### src/rtl/pcie_ss_axis_pkg.sv
// rtl/pcie_ss_axis_pkg.sv - PCIe SS sideband types shared by the FLR response generator
package pcie_ss_axis_pkg;

    // Identifies one PCIe function: physical function, virtual function, VF
    // valid flag and the slot it lives behind.
    typedef struct packed {
        logic [4:0]  slot;
        logic        vf_active;
        logic [10:0] vf;
        logic [2:0]  pf;
    } t_flr_func;

    // FLR request/response sideband beat (no tready on this interface).
    typedef struct packed {
        logic      tvalid;
        logic      tlast;
        t_flr_func tdata;
    } t_axis_pcie_flr;

    localparam int T_AXIS_PCIE_FLR_WIDTH = $bits(t_axis_pcie_flr);
    localparam int T_FLR_FUNC_WIDTH      = $bits(t_flr_func);

    typedef enum logic [1:0] {
        IDLE   = 2'd0,
        ASSERT = 2'd1,
        RSP    = 2'd2
    } t_flr_rsp_state;

endpackage

### src/rtl/pcie_flr_req_fifo.sv
// rtl/pcie_flr_req_fifo.sv - first-word-fall-through FIFO holding pending FLR requests
//
// Ports:
//   i_clk, i_rst_n  clock, asynchronous active-low reset
//   i_push, i_wdata write strobe and data; accepted when not full, or when
//                   full and a pop happens in the same cycle
//   i_pop           consume the head entry (ignored when empty)
//   o_rdata         head entry, valid whenever o_empty is low
//   o_full, o_empty occupancy flags
module pcie_flr_req_fifo
    import pcie_ss_axis_pkg::*;
#(
    parameter int DEPTH = 4,
    parameter int WIDTH = T_FLR_FUNC_WIDTH
) (
    input  logic             i_clk,
    input  logic             i_rst_n,
    input  logic             i_push,
    input  logic [WIDTH-1:0] i_wdata,
    input  logic             i_pop,
    output logic [WIDTH-1:0] o_rdata,
    output logic             o_full,
    output logic             o_empty
);

    localparam int AW = $clog2(DEPTH);

    logic [WIDTH-1:0] r_mem [DEPTH];
    // Pointers carry one extra wrap bit to tell full from empty.
    logic [AW:0]      r_wr_ptr;
    logic [AW:0]      r_rd_ptr;
    logic             w_do_push;
    logic             w_do_pop;

    assign o_empty   = (r_wr_ptr == r_rd_ptr);
    assign o_full    = (r_wr_ptr[AW] != r_rd_ptr[AW]) &&
                       (r_wr_ptr[AW-1:0] == r_rd_ptr[AW-1:0]);
    assign w_do_pop  = i_pop && !o_empty;
    assign w_do_push = i_push && (!o_full || w_do_pop);
    assign o_rdata   = r_mem[r_rd_ptr[AW-1:0]];

    always_ff @(posedge i_clk or negedge i_rst_n) begin
        if (!i_rst_n) begin
            r_wr_ptr <= '0;
            r_rd_ptr <= '0;
        end else begin
            if (w_do_push) r_wr_ptr <= r_wr_ptr + 1'b1;
            if (w_do_pop)  r_rd_ptr <= r_rd_ptr + 1'b1;
        end
    end

    // Storage needs no reset: entries are only read after being written.
    always_ff @(posedge i_clk) begin
        if (w_do_push) r_mem[r_wr_ptr[AW-1:0]] <= i_wdata;
    end

endmodule

### src/rtl/pcie_flr_rsp_gen.sv
// rtl/pcie_flr_rsp_gen.sv - FLR request queue, per-function reset sequencing and FLR-complete response
//
// Optional feature macro: PCIE_FLR_RSP_TIMEOUT_EN (ack timeout, err_timeout).
//
// Ports:
//   i_clk, i_rst_n     sideband clock, asynchronous active-low reset
//   i_flr_req_if       FLR request beats from the PCIe SS (tvalid pulse per request)
//   o_flr_rsp_if       FLR-complete beat back to the PCIe SS (one-cycle tvalid)
//   o_rst_req          reset request for the function on o_rst_func
//   o_rst_func         function under reset, stable while o_rst_req is high
//   i_rst_ack          level acknowledge from the port reset controller
//   o_busy             requests pending or a reset sequence in progress
//   o_err_overflow     sticky, a request was dropped on a full queue
//   o_err_timeout      sticky, ack never arrived (0 unless the timeout is built in)
module pcie_flr_rsp_gen
    import pcie_ss_axis_pkg::*;
#(
    parameter int REQ_DEPTH       = 4,
    parameter int MIN_HOLD_CYCLES = 16,
    parameter int TIMEOUT_CYCLES  = 65535
) (
    input  logic           i_clk,
    input  logic           i_rst_n,
    input  t_axis_pcie_flr i_flr_req_if,
    output t_axis_pcie_flr o_flr_rsp_if,
    output logic           o_rst_req,
    output t_flr_func      o_rst_func,
    input  logic           i_rst_ack,
    output logic           o_busy,
    output logic           o_err_overflow,
    output logic           o_err_timeout
);

    localparam int HW = $clog2(MIN_HOLD_CYCLES + 1);
    localparam logic [HW-1:0] HOLD_SAT  = HW'(MIN_HOLD_CYCLES);
    localparam logic [HW-1:0] HOLD_EXIT = HW'(MIN_HOLD_CYCLES - 1);

    if (REQ_DEPTH < 2 || (REQ_DEPTH & (REQ_DEPTH - 1)) != 0) begin : g_bad_depth
        $error("REQ_DEPTH must be a power of 2 and at least 2");
    end
    if (MIN_HOLD_CYCLES < 1 || TIMEOUT_CYCLES < 1) begin : g_bad_cycles
        $error("MIN_HOLD_CYCLES and TIMEOUT_CYCLES must be at least 1");
    end

    t_flr_rsp_state              r_state;
    t_flr_rsp_state              w_state_nxt;
    t_flr_func                   r_rst_func;
    logic [HW-1:0]               r_hold_cnt;
    logic                        r_err_overflow;
    logic                        w_pop;
    logic                        w_full;
    logic                        w_empty;
    logic [T_FLR_FUNC_WIDTH-1:0] w_fifo_rdata;
    logic                        w_ack_done;
    logic                        w_to_hit;

    pcie_flr_req_fifo #(
        .DEPTH (REQ_DEPTH),
        .WIDTH (T_FLR_FUNC_WIDTH)
    ) u_req_fifo (
        .i_clk   (i_clk),
        .i_rst_n (i_rst_n),
        .i_push  (i_flr_req_if.tvalid),
        .i_wdata (i_flr_req_if.tdata),
        .i_pop   (w_pop),
        .o_rdata (w_fifo_rdata),
        .o_full  (w_full),
        .o_empty (w_empty)
    );

    // Normal exit: downstream quiesced and the function has been held long enough.
    assign w_ack_done = i_rst_ack && (r_hold_cnt >= HOLD_EXIT);

    always_ff @(posedge i_clk or negedge i_rst_n) begin
        if (!i_rst_n) r_state <= IDLE;
        else          r_state <= w_state_nxt;
    end

    always_comb begin
        w_state_nxt  = r_state;
        w_pop        = 1'b0;
        o_rst_req    = 1'b0;
        o_flr_rsp_if = '0;
        case (r_state)
            IDLE: begin
                if (!w_empty) begin
                    w_pop       = 1'b1;
                    w_state_nxt = ASSERT;
                end
            end
            ASSERT: begin
                o_rst_req = 1'b1;
                if (w_ack_done || w_to_hit) w_state_nxt = RSP;
            end
            RSP: begin
                o_flr_rsp_if.tvalid = 1'b1;
                o_flr_rsp_if.tlast  = 1'b1;
                o_flr_rsp_if.tdata  = r_rst_func;
                w_state_nxt         = IDLE;
            end
            default: w_state_nxt = IDLE;
        endcase
    end

    always_ff @(posedge i_clk or negedge i_rst_n) begin
        if (!i_rst_n) begin
            r_rst_func     <= '0;
            r_hold_cnt     <= '0;
            r_err_overflow <= 1'b0;
        end else begin
            if (w_pop) begin
                r_rst_func <= t_flr_func'(w_fifo_rdata);
                r_hold_cnt <= '0;
            end else if (r_state == ASSERT && r_hold_cnt != HOLD_SAT) begin
                r_hold_cnt <= r_hold_cnt + 1'b1;
            end
            // A full queue still takes a request when the head leaves this cycle.
            if (i_flr_req_if.tvalid && w_full && !w_pop) r_err_overflow <= 1'b1;
        end
    end

`ifdef PCIE_FLR_RSP_TIMEOUT_EN
    localparam int TW = $clog2(TIMEOUT_CYCLES + 1);
    localparam logic [TW-1:0] TO_LAST = TW'(TIMEOUT_CYCLES - 1);

    logic [TW-1:0] r_to_cnt;
    logic          r_err_timeout;

    always_ff @(posedge i_clk or negedge i_rst_n) begin
        if (!i_rst_n) begin
            r_to_cnt      <= '0;
            r_err_timeout <= 1'b0;
        end else begin
            if (w_pop) begin
                r_to_cnt <= '0;
            end else if (r_state == ASSERT && r_to_cnt != TO_LAST) begin
                r_to_cnt <= r_to_cnt + 1'b1;
            end
            // Flag only when the timeout, not the ack, forced the response.
            if (r_state == ASSERT && w_to_hit && !w_ack_done) r_err_timeout <= 1'b1;
        end
    end

    assign w_to_hit      = (r_to_cnt == TO_LAST);
    assign o_err_timeout = r_err_timeout;
`else
    assign w_to_hit      = 1'b0;
    assign o_err_timeout = 1'b0;
`endif

    assign o_rst_func     = r_rst_func;
    assign o_busy         = !w_empty || (r_state != IDLE);
    assign o_err_overflow = r_err_overflow;

endmodule
### config.mk
export PLATFORM = sky130hd
export DESIGN_NAME = pcie_flr_rsp_gen
export DESIGN_NICKNAME = d
export VERILOG_FILES = /design/src/rtl/pcie_ss_axis_pkg.sv /design/src/rtl/pcie_flr_req_fifo.sv /design/src/rtl/pcie_flr_rsp_gen.sv
export SDC_FILE = /design/constraint.sdc
export NUM_CORES = 1
export LEC_CHECK = 0
export CAP_MARGIN = 20
export CORE_MARGIN = 2
export CORE_UTILIZATION = 45
export CTS_CLUSTER_SIZE = 30
export DETAILED_ROUTE_END_ITERATION = 8
export GPL_ROUTABILITY_DRIVEN = 0
export PLACE_DENSITY = 0.78
export RECOVER_POWER = 25
export SLEW_MARGIN = 20
export SYNTH_ARGS = -nofsm -noshare
export SYNTH_HDL_FRONTEND = slang
export SYNTH_SLANG_ARGS = --single-unit
### constraint.sdc
create_clock -name i_clk -period 3.1 [get_ports i_clk]
set_clock_uncertainty 0.05 [all_clocks]
set_input_delay 0.93 -clock i_clk [delete_from_list [all_inputs] [get_ports i_clk]]
set_output_delay 0.93 -clock i_clk [all_outputs]
set_load 0.03 [all_outputs]
---- Word-level counts from Yosys, hierarchy flattened ----
Memory sizes are Yosys's and may differ from the RTL's. A register that Yosys moved wholly into a read port is not among the register bits.
Cells that the tools add are included.
storage, ports and cells
  register bits ........................... 14
  bits in writable memories ............... 80
  bits of input ports ..................... 25
  output and inout port bits .............. 46
  memories kept ........................... 1
memories
  memory            depth  width  rd ports  clocked after memory_dff  wr ports  RTL line                 source
  u_req_fifo.r_mem  4      20     1         1                         1         pcie_flr_req_fifo.sv:28  logic [WIDTH-1:0] r_mem [DEPTH];
operators by class
  add/subtract/negate cells ............... 3
  $lt $le $gt $ge ......................... 1
  eq/ne operators ......................... 8
  multiplexer cells ....................... 11
  reduce and logical (&&, ||, !) cells .... 17
operator list
  cell                   count
  $mux W22               1
  $mux W5                2
  $logic_and A1 B1 Y1    7
  $add A3 B1 Y3 const B  2
  $add A5 B1 Y5 const B  1
  $ge A5 B4 Y1 const B   1
  $mux W1                5
  $ne A5 B5 Y1 const B   1
  $logic_not A1 Y1       4
  $mux W2                2
  $ne A2 B2 Y1 const B   2
  $pmux W2 S2            1
  $reduce_bool A2 Y1     2
  $eq A3 B3 Y1           1
  $eq A2 B1 Y1 const B   1
  $eq A2 B2 Y1           1
  $eq A2 B2 Y1 const B   1
  $logic_not A2 Y1       1
  $logic_or A1 B1 Y1     2
  $reduce_and A2 Y1      1
  $ne A1 B1 Y1           1

---- Longest topological paths before layout ----
Gate-level depths: netlist of the first run.
  depth after elaboration ................. 8
  gate-level depth with buffers ........... 6
  mapped depth without buffers ............ 6

---- Hierarchy ----
Synthesis of the first run repeated with hierarchy kept, for this count alone.
second synthesis, totals
  cells, all modules ...................... 302
  area, all modules ....................... 4655.7 um2
by module, submodules not included
  module             instances  cells each  area each (um2)  sequential area each (um2)
  pcie_flr_req_fifo  1          151         3323.2           2552.4
  pcie_flr_rsp_gen   1          151         1332.5           700.7

---- Least setup slack after synthesis of the first run ----
OpenSTA, ideal clock, no wires.
  path type ............................... input-to-reg
  start ................................... input i_flr_req_if[21] (netlist name)
  end ..................................... memory u_req_fifo.r_mem[3][0] (netlist name) (enable)
  library setup time ...................... 0.413 ns
  arrival ................................. 2.127 ns
  data required time ...................... 2.637 ns
  path slack .............................. 0.510 ns
  stages on the path ...................... 2
  path buffers ............................ 0
  path through ............................ nand2_1 > a41oi_1
between the ends
  cells in the longest elaborated chain, start to end .. 3
RTL lines
  what                           RTL line                 source
  start, declared                pcie_flr_rsp_gen.sv:24   input t_axis_pcie_flr i_flr_req_if,
  $logic_and A1 B1 Y1            pcie_flr_req_fifo.sv:39  assign w_do_push = i_push && (!o_full || w_do_pop);
  $mux W1                        pcie_flr_req_fifo.sv:54  if (w_do_push) r_mem[r_wr_ptr[AW-1:0]] <= i_wdata;
  $mux W1 (implied by the code)  pcie_flr_req_fifo.sv:54
  end, declared                  pcie_flr_req_fifo.sv:28
Every way passes these cells.

==> results.json, run 1 <==
{
  "area.growth.synth_to_final_pct": 30.6,
  "nNetsFinal": 374,
  "max-clock-path-buffers": 2,
  "synth_edf_count": 80,
  "finalMaxSlewViolations": 0,
  "rsz_0062_raised_after_global_routing": "no",
  "root_buf_cell": "clkbuf_8",
  "detail-route-antenna-nets": 0,
  "dpl_worst_slack_ps": 338,
  "setup_viol": 0,
  "vdd_drop_max_mv": 0.447,
  "drt-pass1-iter-count": 4,
  "power-per-cell-area_mw_per_mm2": 1070,
  "hold_slack_ps": 429,
  "critPathCaptureType": "output port",
  "totalNegativeSetupSlack_ps": 0,
  "dieHeight_um": 106,
  "layoutNonFillerInstCount": 489,
  "first_iter_violations": 107,
  "worst_tran_pin_value_ps": 833,
  "dp_hpwl_um": 5620,
  "period_share_pct": 96.3,
  "vias": 2520,
  "p_leak_uw": 0.00237,
  "routed_wire_length_per_instance_um": 18.1,
  "min_path_type": "flop to flop",
  "drc_errors": 0,
  "critical_path_peak_fanout": 7,
  "fin_crit_ps": 2980,
  "synthMuxAreaShare_pct": 15.4,
  "cts_tree": "yes",
  "io_buffers": 68,
  "worst-endpoint-required_ps": 2120,
  "yosys.cell_types.count": 35,
  "clk_latency_ps": 510,
  "gr-usage-all-layers_pct": 17.4,
  "n_fill_cell": 769,
  "cts_buffers": 17,
  "async_reset_ff_share_pct": 29.8,
  "insertedDiodeCount": 0,
  "timing.setup.critical_path_class": "flop to output port",
  "yosys.area_share.xor_xnor_pct": 1.89,
  "synth-main-ff-cell": "edfxtp_1",
  "ys_seq_area_share_pct": 70.1,
  "cp.arrival_ps": 2000,
  "hold_violations": 0,
  "synth_compound_gate_area_share_pct": 2.75,
  "ys_ff_latch": 114,
  "fp.coreArea_mm2": 0.0102,
  "status": "complete, no violations",
  "first_global_vias": 2694,
  "final_layout_size_suffix_gt1_share_pct": 25.5,
  "syn_area_mm2": 0.00464,
  "r2r_cells": 4,
  "hold_path_stages": 1,
  "starting_density_of_the_core_pct": 45.6,
  "post-place-cells": 458,
  "synth_adder_area_share_pct": 2.16,
  "setup_ws_ps": 116,
  "die_area_mm2": 0.0111,
  "hold_buffers": 0,
  "path_clk_slew_ps": 50,
  "grt_antenna_before_repair": 0,
  "critical_path_launch_point_type": "flop",
  "wl_um": 8860,
  "maximum_number_of_pins_on_one_net_before_global_route_repair": 35,
  "placementRows": 37,
  "die-width_um": 106,
  "clkSinkCount": 114,
  "route.detailed.vias_per_inst": 5.15,
  "drv_cap": 0,
  "grt-ovfl-total": 0,
  "mappedNetlistNets": 287,
  "clock_tree.htree_level_count": 4,
  "postSynthAreaPerCell_um2": 18.3,
  "yosys_warnings": 0,
  "synthSimpleGateAreaFrac_pct": 5.31,
  "synthesized_instance_count": 254,
  "synth_top_family_by_area": "multiplexers",
  "num_io_pins": 71,
  "slew-limit-headroom_pct": 44.5,
  "max_freq_mhz": 335,
  "wire_length_of_the_first_global_routing_pass_um": 14200
}
-- path summary, 6_finish.rpt --
check                                      startpoint                            endpoint  slack, ps
min reg2reg                o_err_overflow$_DFFE_PN0P_          o_err_overflow$_DFFE_PN0P_        430
max                            r_state[0]$_DFFE_PN0P_                    o_flr_rsp_if[15]        120
min                        o_err_overflow$_DFFE_PN0P_          o_err_overflow$_DFFE_PN0P_        430
max in group asynchronous                     i_rst_n  u_req_fifo.r_rd_ptr[0]$_DFFE_PN0P_       1950
max reg2reg                    r_state[0]$_DFFE_PN0P_           o_rst_func[2]$_DFFE_PN0P_        970
min in group asynchronous                     i_rst_n           r_hold_cnt[4]$_DFFE_PN0P_        470
-- final cells by class --
| cell class | count | area (um^2) | share of cell area [%] |
|---|---|---|---|
| sequential | 114 | 3250 | 53.7 |
| multi-input combinational | 119 | 1310 | 21.5 |
| timing repair buffer | 80 | 781 | 12.9 |
| clock buffer | 19 | 422 | 6.96 |
| tap | 136 | 170 | 2.81 |
| clock inverter | 12 | 95.1 | 1.57 |
| inverter | 9 | 33.8 | 0.557 |
-- sequential cells by signal, indices dropped and copies added (netlist names) --
name,count
u_req_fifo.r_mem,80
u_req_fifo.r_wr_ptr,3
u_req_fifo.r_rd_ptr,3
r_hold_cnt,5
o_err_overflow,1
o_rst_func,20
r_state,2
-- synth_stat cells (all sizes together) (2+ instances only) --
cell type  count  area (um^2)
clkbuf         4         15.0
o21ai          4         20.0
ha             8          100
and2          23          144
xnor2          4         35.0
nand3          4         20.0
dfrtp         34          851
inv            9         33.8
and3           3         18.8
mux4          20          450
edfxtp        80         2400
xor2           6         52.6
a31oi          2         27.5
a21oi          3         15.0
buf            8         60.1
nor2           5         18.8
mux2          23          263
-- per-layer routing --
layer	global-route usage (%)	share of wire [%]	vias to the layer above
met5	0	0	-
li1	-	-	1145
met1	20.9	41	1298
met2	29.6	52	68
met4	5.64	1.2	0
met3	6.06	5.1	9
-- critical path: stages (launching register included) --
cell and delay, ps:
dfrtp_1 470, nor2_4 230, and2_1 150, clkdlybuf4s50_1 660
-- stage by stage --
step | power [uW] | cell area [um^2] | util [%]
global placement | 4730 | 5550 | 54.5
global route | 6790 | 6060 | 59.5
CTS | 6540 | 6050 | 59.4
floorplan | 3980 | 4640 | -
finish | 6460 | 6060 | 59.5
detailed placement | 4840 | 5550 | 54.5
-- cells in the final DEF, fill, tap and decap left out, types with 4 or more instances in the layout --
| master | count |
|---|---|
| nand3_1 | 4 |
| dlygate4sd3_1 | 17 |
| dlygate4sd2_1 | 16 |
| mux2_2 | 22 |
| xor2_1 | 6 |
| buf_4 | 11 |
| clkdlybuf4s50_1 | 28 |
| dlymetal6s2s_1 | 5 |
| edfxtp_1 | 80 |
| dfrtp_1 | 33 |
| and2_1 | 23 |
| mux4_2 | 20 |
| inv_1 | 9 |
| xnor2_1 | 4 |
| clkinv_2 | 6 |
| o21ai_0 | 4 |
| nor2_1 | 4 |
| clkbuf_16 | 16 |
| ha_1 | 8 |
-- kinds of logic (layout without fill, tap and decap cells) --
kind of cell,count (synthesis),in the layout
flops,114,114
mux,43,43
simple gates,41,41
buf+inv,21,120
compound gates,16,16
xor+xnor,10,10
fa+ha+maj,8,8
other cells,1,1
-- repair_timing --
action                     in CTS  in global routing
cloned                          0                  0
gates resized for setup        17                  5
setup buffers                   0                  0
setup endpoints to repair      21                  5
-- where the power goes --
group,switching (uW),leakage [uW],internal [uW]
combinational,1250,0.000983,1110
sequential,285,0.00114,2130
clock,639,0.000250,1040
total,2180,0.00237,4280
No activity file was read; power rests on OpenSTA's default activity.
==> run 2: changes to the inputs <==
--- a/config.mk
+++ b/config.mk
@@ -13,6 +13,7 @@
 export GPL_ROUTABILITY_DRIVEN = 0
 export PLACE_DENSITY = 0.78
 export RECOVER_POWER = 25
+export SETUP_SLACK_MARGIN = 0.5
 export SLEW_MARGIN = 20
 export SYNTH_ARGS = -nofsm -noshare
 export SYNTH_HDL_FRONTEND = slang
==> results.json, run 2 (synthesis results as in run 1) <==
{
  "status": "complete, no violations",
  "drv_cap": 0,
  "hold_violations": 0,
  "setup_viol": 0,
  "hold_slack_ps": 470,
  "placementRows": 37,
  "mostFrequentLayoutCells": "edfxtp_1, dfrtp_1, mux2_2",
  "totalPowerFinal_uw": 6740,
  "final_common_cell": "edfxtp_1",
  "route.detailed.vias_per_inst": 5.20,
  "path_clk_slew_ps": 50,
  "rsz_0062_raised_after_global_routing": "yes",
  "starting_density_of_the_core_pct": 45.6,
  "slew-limit-headroom_pct": 43.9,
  "layoutNonFillerInstCount": 501,
  "vdd_drop_max_mv": 0.512,
  "maximum_number_of_pins_on_one_net_before_global_route_repair": 35,
  "fp.coreArea_mm2": 0.0102,
  "totalNegativeSetupSlack_ps": 0,
  "critical_path_launch_point_type": "flop",
  "worst_tran_pin_value_ps": 841,
  "num_io_pins": 71,
  "timing.setup.critical_path_class": "flop to output port",
  "first_global_vias": 2763,
  "critical-path-top-delay-family": "flip-flops",
  "insertedDiodeCount": 0,
  "routed_wire_length_per_instance_um": 18.9,
  "critPathCaptureType": "output port",
  "max-clock-path-buffers": 2,
  "vias": 2603,
  "grt_antenna_before_repair": 0,
  "p_leak_uw": 0.00244,
  "grt-ovfl-total": 0,
  "worst-endpoint-required_ps": 2120,
  "critical_path.max_stage_delay_ps": 450,
  "critPathBufInv": 3,
  "wire_length_of_the_first_global_routing_pass_um": 14800,
  "die_area_mm2": 0.0111,
  "clkSinkCount": 114,
  "period_share_pct": 85.9,
  "drc_errors": 0,
  "clk_latency_ps": 510,
  "dp_hpwl_um": 5620,
  "largest_register_ff_count": 80,
  "min_path_type": "flop to flop",
  "crit_chain": "nor2_4 > buf_6 > buf_12 > and2_1 > buf_6",
  "utilization_pct": 61.9,
  "die-width_um": 106,
  "critical_path.most_common_cell": "buf_6",
  "post-place-cells": 458,
  "clock_tree.htree_level_count": 4,
  "cts_tree": "yes",
  "max_freq_mhz": 376,
  "first_iter_violations": 88,
  "nNetsFinal": 386,
  "root_buf_cell": "clkbuf_8",
  "cts_buffers": 17,
  "wl_um": 9450,
  "final_layout_size_suffix_gt1_share_pct": 40.0,
  "cp.arrival_ps": 1680,
  "drt-pass1-iter-count": 4,
  "area.growth.synth_to_final_pct": 35.8,
  "gr-usage-all-layers_pct": 18.2,
  "fin_crit_ps": 2660,
  "critical_path_peak_fanout": 9,
  "power-per-cell-area_mw_per_mm2": 1070,
  "detail-route-antenna-nets": 0,
  "critPathSlowestCell": "dfrtp_2",
  "io_buffers": 68,
  "finalMaxSlewViolations": 0,
  "dieHeight_um": 106
}
-- run 2: cell count changes in the layout (fill, tap and decap cells not counted), moves of 5 or more --
cell / change
buf_2: +5
and2_1: -12
clkdlybuf4s50_1: -9
and2_4: +12
dlygate4sd2_1: -16
buf_4: +8
buf_6: +19
-- run 2: metrics by stage --
stage	cell area, um^2	worst slack (ps)
floorplan	4640	510
global placement	5550	389
detailed placement	5550	338
CTS	6200	428
global route	6300	374
finish	6300	438
-- run 2: repair_timing --
item,4_1_cts,5_1_grt
gates resized for setup,162,25
setup endpoints to repair,24,30
pin swaps,2,3
buffers inserted,7,4
hold buffers,0,0
cloned,1,0
hold endpoints to repair,0,0
-- run 2: path summary, 6_finish.rpt --
path / from / end / slack, ps / cells after the start
max: r_state[0]$_DFFE_PN0P_ / o_flr_rsp_if[4] / 440 / 5
min: o_err_overflow$_DFFE_PN0P_ / o_err_overflow$_DFFE_PN0P_ / 470 / 1
max reg2reg: u_req_fifo.r_rd_ptr[0]$_DFFE_PN0P_ / o_rst_func[2]$_DFFE_PN0P_ / 840 / 5
min in group asynchronous: i_rst_n / o_rst_func[19]$_DFFE_PN0P_ / 480 / 1
min reg2reg: o_err_overflow$_DFFE_PN0P_ / o_err_overflow$_DFFE_PN0P_ / 470 / 1
max in group asynchronous: i_rst_n / u_req_fifo.r_rd_ptr[0]$_DFFE_PN0P_ / 1900 / 1
-- run 2: worst reg2reg max path: stages, from the launching register on --
cell	delay, ps
dfrtp_4	510
buf_4	210
xnor2_1	220
a31oi_4	560
buf_12	230
mux2_2	350
-- run 2: power by group --
| group | internal, uW | leakage, uW | switching (uW) | total (uW) |
|---|---|---|---|---|
| logic | 1270 | 0.00105 | 1370 | 2640 |
| registers | 2140 | 0.00113 | 289 | 2420 |
| clock network | 1040 | 0.000250 | 636 | 1680 |
-- run 2: layer usage --
layer	GRT usage [%]	up-vias	wire, um	part of all wire, %
met1	21.2	1354	3770	40
met2	31.0	66	5070	54
met3	6.62	10	489	5.2
met5	0	-	0	0
met4	6.67	0	115	1.2
li1	-	1173	-	-
-- run 2: area by class of cell --
| type | instances | area (um^2) |
|---|---|---|
| well taps | 136 | 170 |
| fillers | 734 | 3880 |
| clock buffers | 19 | 422 |
| inverters | 9 | 33.8 |
| multi-input cells | 119 | 1390 |
| repair buffers | 92 | 930 |
| flip-flops and latches | 114 | 3260 |
| clock inverters | 12 | 95.1 |
==> run 3: changes to the inputs <==
--- a/config.mk
+++ b/config.mk
@@ -11,7 +11,7 @@
 export CTS_CLUSTER_SIZE = 30
 export DETAILED_ROUTE_END_ITERATION = 8
 export GPL_ROUTABILITY_DRIVEN = 0
-export PLACE_DENSITY = 0.78
+export PLACE_DENSITY = 0.68
 export RECOVER_POWER = 25
 export SETUP_SLACK_MARGIN = 0.5
 export SLEW_MARGIN = 20
==> results.json, run 3 (synthesis results as in run 1) <==
{
  "finalMaxSlewViolations": 0,
  "clk_latency_ps": 500,
  "vias": 2531,
  "power-per-cell-area_mw_per_mm2": 1080,
  "critical_path_launch_point_type": "flop",
  "first_global_vias": 2703,
  "worst-endpoint-required_ps": 2120,
  "detail-route-antenna-nets": 0,
  "totalNegativeSetupSlack_ps": 0,
  "die-width_um": 106,
  "wl_um": 8970,
  "area.growth.synth_to_final_pct": 35.6,
  "drc_errors": 0,
  "drv_cap": 0,
  "wire_length_of_the_first_global_routing_pass_um": 14100,
  "min_path_type": "flop to flop",
  "die_area_mm2": 0.0111,
  "final_layout_size_suffix_gt1_share_pct": 41.8,
  "cts_tree": "yes",
  "gr-usage-all-layers_pct": 17.2,
  "grt-ovfl-total": 0,
  "slew-limit-headroom_pct": 43.1,
  "critical_path_peak_fanout": 7,
  "final_common_cell": "edfxtp_1",
  "root_buf_cell": "clkbuf_8",
  "maximum_number_of_pins_on_one_net_before_global_route_repair": 35,
  "hold_buffers": 0,
  "cp.arrival_ps": 1620,
  "largest_register_ff_count": 80,
  "p_leak_uw": 0.00239,
  "starting_density_of_the_core_pct": 45.6,
  "worst_tran_pin_value_ps": 853,
  "num_io_pins": 71,
  "insertedDiodeCount": 0,
  "mostFrequentLayoutCells": "edfxtp_1, dfrtp_1, buf_6",
  "routed_wire_length_per_instance_um": 18.1,
  "route.detailed.vias_per_inst": 5.11,
  "cts_buffers": 17,
  "utilization_pct": 61.8,
  "dieHeight_um": 106,
  "dp_hpwl_um": 5520,
  "drt-pass1-iter-count": 6,
  "setup_viol": 0,
  "dpl_worst_slack_ps": 306,
  "timing.setup.critical_path_class": "flop to output port",
  "max-clock-path-buffers": 2,
  "regToRegSetupSlack_ps": 1010,
  "n_fill_cell": 779,
  "fin_crit_ps": 2600,
  "critPathCaptureType": "output port",
  "setup_ws_ps": 504,
  "hold_violations": 0,
  "final_design_area_no_fill_mm2": 0.00629,
  "nNetsFinal": 379,
  "clkSinkCount": 114,
  "clock_tree.htree_level_count": 4,
  "vdd_drop_max_mv": 0.542,
  "dpl_cell_area_mm2": 0.00555,
  "period_share_pct": 83.7,
  "path_clk_slew_ps": 60,
  "io_buffers": 68,
  "fp.coreArea_mm2": 0.0102,
  "grt_antenna_before_repair": 0,
  "max_freq_mhz": 385,
  "status": "complete, no violations",
  "placementRows": 37,
  "first_iter_violations": 114,
  "rsz_0062_raised_after_global_routing": "yes"
}
## run 3: cell types whose count changed in the layout (fill, tap and decap cells not counted), sizes merged
cell,delta
clkdlybuf4s50,+2
dlymetal6s2s,-4
clkinv,-4
clkbuf,-2
dlygate4sd3,+1
bufinv,+2
buf,-6
inv,+4
dlygate4sd2,+1
## run 3: area by class of cell
cell class	count	area (um^2)	share of cell area [%]
Clock buffer	18	418	6.64
Clock inverter	14	179	2.84
Inverter	9	33.8	0.537
Multi-Input combinational cell	119	1380	21.9
Sequential cell	114	3260	51.8
Tap cell	136	170	2.70
Timing Repair Buffer	85	853	13.6
## run 3: worst max-delay path, stage by stage, from the launching register on
cell	delay, ps
dfrtp_1	390
inv_2	70
nor2_4	190
buf_6	180
and2_4	150
buf_6	120
## run 3: per-stage QoR
step | cells | power [uW] | hold WS, ps
after detailed placement | 459 | 4820 | 407
after global placement | 459 | 4760 | 403
after CTS | 493 | 6810 | 419
after global routing | 495 | 7160 | 450
final | 495 | 6800 | 415
after floorplan | 254 | 3980 | 448
## run 3: per-layer routing
metal  track usage (%)  share of wire, %  up-vias
met5                 0                 0        -
met4              6.67               1.4        0
met3              5.26               3.7       14
met2              27.6                50       56
met1              22.3                45     1302
li1                  -                 -     1159
## run 3: path summary, 6_finish.rpt
kind                                               startpoint  depth (start not counted)                                  to
max reg2reg                u_req_fifo.r_rd_ptr[1]$_DFFE_PN0P_                          5          o_rst_func[10]$_DFFE_PN0P_
min in group asynchronous                             i_rst_n                          1          o_rst_func[19]$_DFFE_PN0P_
max                                    r_state[1]$_DFFE_PN0P_                          5                     o_flr_rsp_if[7]
min reg2reg                        o_err_overflow$_DFFE_PN0P_                          1          o_err_overflow$_DFFE_PN0P_
max in group asynchronous                             i_rst_n                          1  u_req_fifo.r_wr_ptr[1]$_DFFE_PN0N_
min                                o_err_overflow$_DFFE_PN0P_                          1          o_err_overflow$_DFFE_PN0P_
## run 3: timing repair
item | CTS | global route
setup endpoints to repair | 25 | 25
gates cloned | 0 | 1
pin swaps | 0 | 11
setup buffers | 2 | 1
resized for setup | 143 | 52
## run 3: report_power, final
part	total [uW]	internal [uW]	switching, uW
Clock	1930	1230	695
Combinational	2470	1160	1300
Sequential	2410	2130	273
Total	6800	4530	2270
